### config.mk
export PLATFORM = sky130hd
export DESIGN_NAME = uart_tx_arbiter_flat
export DESIGN_NICKNAME = d
export VERILOG_FILES = /design/src/rtl/uart_tx_arbiter_if.sv /design/src/rtl/uart_tx_arbiter.sv /design/src/flat_wrapper.sv
export SDC_FILE = /design/constraint.sdc
export NUM_CORES = 1
export LEC_CHECK = 0
export CAP_MARGIN = 20
export CELL_PAD_IN_SITES_DETAIL_PLACEMENT = 2
export CELL_PAD_IN_SITES_GLOBAL_PLACEMENT = 2
export CORE_ASPECT_RATIO = 2
export CORE_MARGIN = 2
export CORE_UTILIZATION = 28
export DETAILED_ROUTE_END_ITERATION = 10
export GPL_TIMING_DRIVEN = 0
export PLACE_DENSITY = 0.86
export RECOVER_POWER = 25
export REMOVE_ABC_BUFFERS = 1
export SLEW_MARGIN = 30
export SYNTH_ARGS = -nofsm -noshare
export SYNTH_HDL_FRONTEND = slang
export SYNTH_SLANG_ARGS = --single-unit
### constraint.sdc
create_clock -name Clk -period 1.8 [get_ports Clk]
set_input_delay 0.36 -clock Clk [delete_from_list [all_inputs] [get_ports Clk]]
set_output_delay 0.36 -clock Clk [all_outputs]
set_load 0.03 [all_outputs]
### src/rtl/uart_tx_arbiter_if.sv
// Bundle of the requester-side and transmitter-side signals of uart_tx_arbiter.
// The slave modport is the arbiter's view; master is the surrounding logic.
interface uart_tx_arbiter_if #(
  parameter int N = 4
);
  logic [N-1:0]   Req;
  logic [8*N-1:0] Req_data;
  logic [2:0]     Baud_cfg;
  logic [N-1:0]   Ack;
  logic [N-1:0]   Done;
  logic [N-1:0]   Err;
  logic           Busy;
  logic           Sent_en;
  logic [7:0]     Data_byte;
  logic [2:0]     Baud_set;
  logic           Tx_done;
  logic           Uart_state;

  modport master (
    output Req, Req_data, Baud_cfg, Tx_done, Uart_state,
    input  Ack, Done, Err, Busy, Sent_en, Data_byte, Baud_set
  );

  modport slave (
    input  Req, Req_data, Baud_cfg, Tx_done, Uart_state,
    output Ack, Done, Err, Busy, Sent_en, Data_byte, Baud_set
  );
endinterface

### src/rtl/uart_tx_arbiter.sv
// Round-robin arbiter sharing one uart_byte_tx among N byte requesters.
// A granted byte and baud select are latched, Sent_en fires once, and the
// latched values stay put until the frame completes or the wait times out.
module uart_tx_arbiter #(
  parameter int N           = 4,
  parameter int TIMEOUT_CYC = 200000,
  parameter int TW          = 18
) (
  input  logic             Clk,
  input  logic             Reset,
  uart_tx_arbiter_if.slave bus
);

  localparam int IW = (N > 1) ? $clog2(N) : 1;

  localparam logic [1:0] ST_IDLE  = 2'd0;
  localparam logic [1:0] ST_START = 2'd1;
  localparam logic [1:0] ST_WAIT  = 2'd2;

  localparam logic [TW-1:0] TO_LAST   = TW'(TIMEOUT_CYC - 1);
  localparam logic [TW-1:0] TO_ONE    = {{(TW-1){1'b0}}, 1'b1};
  localparam logic [N-1:0]  ONE_HOT_0 = {{(N-1){1'b0}}, 1'b1};
  localparam logic [IW-1:0] LAST_IDX  = IW'(N - 1);
  localparam logic [IW:0]   N_W       = (IW+1)'(N);

  logic [1:0]    state_r;
  logic [IW-1:0] ptr_r;
  logic [IW-1:0] grant_r;
  logic [TW-1:0] tmo_cnt_r;
  logic [N-1:0]  ack_r;
  logic [N-1:0]  done_r;
  logic [N-1:0]  err_r;
  logic          busy_r;
  logic          sent_en_r;
  logic [7:0]    data_byte_r;
  logic [2:0]    baud_set_r;

  logic          win_found_s;
  logic [IW-1:0] win_idx_s;
  logic [IW-1:0] ptr_nxt_s;

  // First pending requester found walking from ptr_r upward with wrap-around.
  always_comb begin
    logic [IW:0]   cand_v;
    logic [IW-1:0] idx_v;
    win_found_s = 1'b0;
    win_idx_s   = {IW{1'b0}};
    cand_v      = {(IW+1){1'b0}};
    idx_v       = {IW{1'b0}};
    for (int i = 0; i < N; i++) begin
      cand_v = {1'b0, ptr_r} + (IW+1)'(i);
      if (cand_v >= N_W) begin
        cand_v = cand_v - N_W;
      end else begin
        cand_v = cand_v;
      end
      idx_v = cand_v[IW-1:0];
      if (!win_found_s && bus.Req[idx_v]) begin
        win_found_s = 1'b1;
        win_idx_s   = idx_v;
      end else begin
        win_found_s = win_found_s;
        win_idx_s   = win_idx_s;
      end
    end
  end

  // Pointer moves just past the requester that was served (or aborted).
  always_comb begin
    if (grant_r == LAST_IDX) begin
      ptr_nxt_s = {IW{1'b0}};
    end else begin
      ptr_nxt_s = grant_r + IW'(1);
    end
  end

  // Grant/start/wait sequencer with registered status pulses.
  always_ff @(posedge Clk) begin
    if (Reset) begin
      state_r     <= ST_IDLE;
      ptr_r       <= {IW{1'b0}};
      grant_r     <= {IW{1'b0}};
      tmo_cnt_r   <= {TW{1'b0}};
      ack_r       <= {N{1'b0}};
      done_r      <= {N{1'b0}};
      err_r       <= {N{1'b0}};
      busy_r      <= 1'b0;
      sent_en_r   <= 1'b0;
      data_byte_r <= 8'h00;
      baud_set_r  <= 3'd0;
    end else begin
      ack_r     <= {N{1'b0}};
      done_r    <= {N{1'b0}};
      err_r     <= {N{1'b0}};
      sent_en_r <= 1'b0;
      case (state_r)
        ST_IDLE: begin
          // A transmitter still shifting out a frame is never handed a new byte.
          if (win_found_s && !bus.Uart_state) begin
            grant_r     <= win_idx_s;
            data_byte_r <= bus.Req_data[{win_idx_s, 3'b000} +: 8];
            baud_set_r  <= bus.Baud_cfg;
            state_r     <= ST_START;
            busy_r      <= 1'b1;
          end else begin
            busy_r <= 1'b0;
          end
        end
        ST_START: begin
          sent_en_r <= 1'b1;
          ack_r     <= ONE_HOT_0 << grant_r;
          tmo_cnt_r <= {TW{1'b0}};
          state_r   <= ST_WAIT;
          busy_r    <= 1'b1;
        end
        ST_WAIT: begin
          // Tx_done wins over a timeout expiring in the same cycle.
          if (bus.Tx_done) begin
            done_r  <= ONE_HOT_0 << grant_r;
            ptr_r   <= ptr_nxt_s;
            state_r <= ST_IDLE;
            busy_r  <= 1'b0;
          end else if (tmo_cnt_r == TO_LAST) begin
            err_r   <= ONE_HOT_0 << grant_r;
            ptr_r   <= ptr_nxt_s;
            state_r <= ST_IDLE;
            busy_r  <= 1'b0;
          end else begin
            tmo_cnt_r <= tmo_cnt_r + TO_ONE;
            busy_r    <= 1'b1;
          end
        end
        default: begin
          state_r <= ST_IDLE;
          busy_r  <= 1'b0;
        end
      endcase
    end
  end

  assign bus.Ack       = ack_r;
  assign bus.Done      = done_r;
  assign bus.Err       = err_r;
  assign bus.Busy      = busy_r;
  assign bus.Sent_en   = sent_en_r;
  assign bus.Data_byte = data_byte_r;
  assign bus.Baud_set  = baud_set_r;

endmodule

### src/flat_wrapper.sv
// flat-port wrapper written by rule: the top's interface ports become plain ports
module uart_tx_arbiter_flat 
#(
  parameter int N           = 4,
  parameter int TIMEOUT_CYC = 200000,
  parameter int TW          = 18
)
  (Clk, Reset, bus_Req, bus_Req_data, bus_Baud_cfg, bus_Tx_done, bus_Uart_state, bus_Ack, bus_Done, bus_Err, bus_Busy, bus_Sent_en, bus_Data_byte, bus_Baud_set);
  uart_tx_arbiter_if #(.N(N)) bus_i ();
  input  logic Clk;
  input  logic Reset;
  input wire logic [$bits(bus_i.Req)-1:0] bus_Req;
  input wire logic [$bits(bus_i.Req_data)-1:0] bus_Req_data;
  input wire logic [$bits(bus_i.Baud_cfg)-1:0] bus_Baud_cfg;
  input wire logic [$bits(bus_i.Tx_done)-1:0] bus_Tx_done;
  input wire logic [$bits(bus_i.Uart_state)-1:0] bus_Uart_state;
  output wire logic [$bits(bus_i.Ack)-1:0] bus_Ack;
  output wire logic [$bits(bus_i.Done)-1:0] bus_Done;
  output wire logic [$bits(bus_i.Err)-1:0] bus_Err;
  output wire logic [$bits(bus_i.Busy)-1:0] bus_Busy;
  output wire logic [$bits(bus_i.Sent_en)-1:0] bus_Sent_en;
  output wire logic [$bits(bus_i.Data_byte)-1:0] bus_Data_byte;
  output wire logic [$bits(bus_i.Baud_set)-1:0] bus_Baud_set;
  assign bus_i.Req = bus_Req;
  assign bus_i.Req_data = bus_Req_data;
  assign bus_i.Baud_cfg = bus_Baud_cfg;
  assign bus_i.Tx_done = bus_Tx_done;
  assign bus_i.Uart_state = bus_Uart_state;
  assign bus_Ack = bus_i.Ack;
  assign bus_Done = bus_i.Done;
  assign bus_Err = bus_i.Err;
  assign bus_Busy = bus_i.Busy;
  assign bus_Sent_en = bus_i.Sent_en;
  assign bus_Data_byte = bus_i.Data_byte;
  assign bus_Baud_set = bus_i.Baud_set;
  uart_tx_arbiter #(.N(N), .TIMEOUT_CYC(TIMEOUT_CYC), .TW(TW)) u_core (.Clk(Clk), .Reset(Reset), .bus(bus_i));
endmodule
==> impl_metrics.yaml <==
synthesis:
  synth_edf_count: 0
  synth-async-reset-ratio_pct: 0
  synth_ff_type: "dfxtp_1"
  synth_area_um2: 2410
  yosysSeqAreaShare_pct: 40.7
  syn_area_per_cell_um2: 9.03
  ys_types: 53
  synth_seq_cells: 49
  ys_warn_count: 0
  syn_inst: 267
floorplan:
  die_y_um: 135
  die_area_um2: 9410
  die_w_um: 69.6
  core_region_area_um2: 8290
  start_util_pct: 29.1
  rows: 47
  io_pins: 68
drt:
  avgViaCountPerCell: 5.31
  drc: 0
  ant_nets: 0
  wl_per_cell_um: 20.2
  drt_iter0_drc: 50
  firstDrtPassIters: 4
  wl_mm: 9.10
  vias: 2389
place:
  routabilityCongestion: 0.821
  io_buffers: 67
  place_area_um2: 3160
  dp_hpwl_mm: 6.18
flow_run:
  drv_cap: 0
global_route:
  grt_start_max_net_pins: 26
  grt_first_pass_wirelength_mm: 14.1
  grt_remaining_overflow: 0
  grtUsageMet2_pct: 40.5
  met1_usage_pct: 17.1
  grtUsageMet3_pct: 3.05
  busiest_layer: "met2"
  antenna_found_initial: 0
  first_global_vias: 2727
  grt_usage_pct: 19.2
sta:
  finalClockSkew_ns: 0.00837
  timing.hold.ws_ns: 0.470
  min_period_ns: 1.73
  finalSetupTns_ns: 0
  finalMaxSlewViolations: 0
  timing.final.crit_share_pct: 96.2
  fmax_mhz: 577
  hold_viol: 0
  tightest_slew_ns: 0.595
  slew_headroom_pct: 60.4
  setup_viol: 0
clocking:
  worstSkewPairLatency_ns: 0.30
  htreeDepth: 2
  cts_buffer_depth: 2
  clk_pin_slew_ns: 0.07
  cts_hold_buf: 0
  cts_tree: "yes"
  numCtsBuffers: 5
  cts_sinks: 49
  root_buffer: "clkbuf_16"
min_path:
  hold_start: "u_core.bus.Baud_set[0]$_SDFFE_PP0P_"
  hold_depth: 2
  hold_class: "register to register"
  hold_end: "u_core.bus.Baud_set[0]$_SDFFE_PP0P_"
worst_setup_path:
  worstReg2RegStart: "u_core.tmo_cnt_r[15]$_SDFFE_PP0P_"
  cp-end-kind: "register"
  crit_type: "register to register"
  rrSetupSlack_ns: 0.07
  critPathSlowestCell: "dfxtp_1"
  worstPathMaxFanout: 5
  reg2reg_depth: 6
  start_kind: "register"
  crit_chain: "and4b_1 -> nand4_1 -> o211ai_1 -> buf_4 -> or3_1 -> a21oi_1"
  required_ns: 2.02
  cp.arrival_ns: 1.96
  cpPeakStageDelay_ns: 0.40
  crit_buf_inv: 1
  critPathTopFamily: "simple AND/OR/NAND/NOR gates"
  r2r_end: "u_core.tmo_cnt_r[17]$_SDFFE_PP0P_"
finish:
  regArea_um2: 993
  finalNetCount: 399
  multiInputGateArea_um2: 1470
  drive_above_1_share_pct: 19.9
  layout_commonest_cell: "clkdlybuf4s50_1"
  design_area_um2: 3610
  num-fill-cells: 892
  insertedDiodeCount: 0
  final_cell_mix: "clkdlybuf4s50_1, dfxtp_1, nand2_1"
  area_growth_syn_to_layout_pct: 49.8
pwr:
  ir_drop_mv: 0.437
  power.density_nw_per_um2: 755
  p_leak_nw: 1.31
outcome:
  status: "completed"
## layout make-up
cell class | instances | share of cell area (%)
sequential | 49 | 27.5
timing repair buffer | 87 | 22.9
tap | 98 | 3.40
multi-input combinational | 203 | 40.7
clock buffer | 6 | 3.85
clock inverter | 2 | 1.04
inverter | 5 | 0.624
## cells in the mapped netlist, types with 6 or more instances
cell      instances  share of area (%)
dfxtp_1          49                 41
nand2_1          31                4.8
nor2_1           17                2.6
mux2i_1          16                6.6
a21oi_1          15                3.1
nand3_1          12                2.5
nand4_1          10                2.6
and2_1            9                2.3
o211ai_1          8                2.5
a21o_1            6                1.9
and3_1            6                1.6
## sequential cells by signal, indices dropped and copies added (netlist names), 2 cells and up
signal	count
u_core.bus.Done	4
u_core.tmo_cnt_r	18
u_core.ptr_r	2
u_core.bus.Baud_set	3
u_core.state_r	2
u_core.bus.Err	4
u_core.bus.Ack	4
u_core.bus.Data_byte	8
u_core.grant_r	2
## kinds of logic (layout without fill, tap and decap cells)
logic type                 Yosys count  in the layout  synth area share, %
buffers and inverters               15            100                 3.06
adders and majority gates            5              5                 2.60
AOI/OAI and AO/OA                   58             58                 17.7
and+or+nand+nor                    118            118                 27.1
DFF                                 49             49                 40.7
muxes                               17             17                 7.11
xor gates and xnor gates             5              5                 1.82
## worst min-delay path, cell delays in order, from the launching register on
cell and delay, ns:
dfxtp_1 0.32, nand2_1 0.06, a21oi_1 0.05
## where the power goes
part           total (W)  switching, W  leakage [nW]  internal (W)
logic           0.000463      0.000240         0.823      0.000223
clock network    0.00112      0.000430        0.0831      0.000694
registers        0.00114     0.0000241         0.402       0.00112
total            0.00273      0.000694          1.31       0.00203
## routing by layer
| layer | part of all wire [%] | wire (um) | vias to the layer above |
|---|---|---|---|
| met5 | 0 | 0 | - |
| met1 | 33 | 3040 | 1194 |
| met4 | 2.2 | 198 | 0 |
| met2 | 62 | 5650 | 36 |
| met3 | 2.3 | 210 | 12 |
| li1 | - | - | 1147 |
## worst max path at each step
stage | from | endpoint | slack [ns] | cells after the start
after floorplan | u_core.ptr_r[1]$_SDFFE_PP0P_ | u_core.bus.Data_byte[6]$_SDFFE_PP0P_ | 0.02 | 5
after global placement | Reset | u_core.bus.Data_byte[4]$_SDFFE_PP0P_ | -1.11 | 5
after detailed placement | Reset | u_core.bus.Data_byte[4]$_SDFFE_PP0P_ | -1.18 | 5
after CTS | u_core.ptr_r[1]$_SDFFE_PP0P_ | u_core.bus.Data_byte[3]$_SDFFE_PP0P_ | 0.03 | 6
after global routing | u_core.tmo_cnt_r[2]$_SDFFE_PP0P_ | u_core.tmo_cnt_r[15]$_SDFFE_PP0P_ | -0.02 | 5
final | u_core.tmo_cnt_r[15]$_SDFFE_PP0P_ | u_core.tmo_cnt_r[17]$_SDFFE_PP0P_ | 0.07 | 6
## what timing repair did
action                     in CTS  in global routing
resized for setup              22                 20
pin swaps                       4                  4
setup endpoints to repair      43                 22
cloned                          0                  0
setup buffers                  12                  8
## metrics by stage
step	power [W]	utilization, %	instances	setup slack, ns
after CTS	0.00274	42.2	442	0.0254
after floorplan	0.00135	-	257	0.0234
after detailed placement	0.00157	38.1	422	-1.18
after global placement	0.00155	38.0	422	-1.11
after global routing	0.00283	43.5	450	-0.0214
final	0.00273	43.5	450	0.0675
No activity file was read; power rests on OpenSTA's default activity.
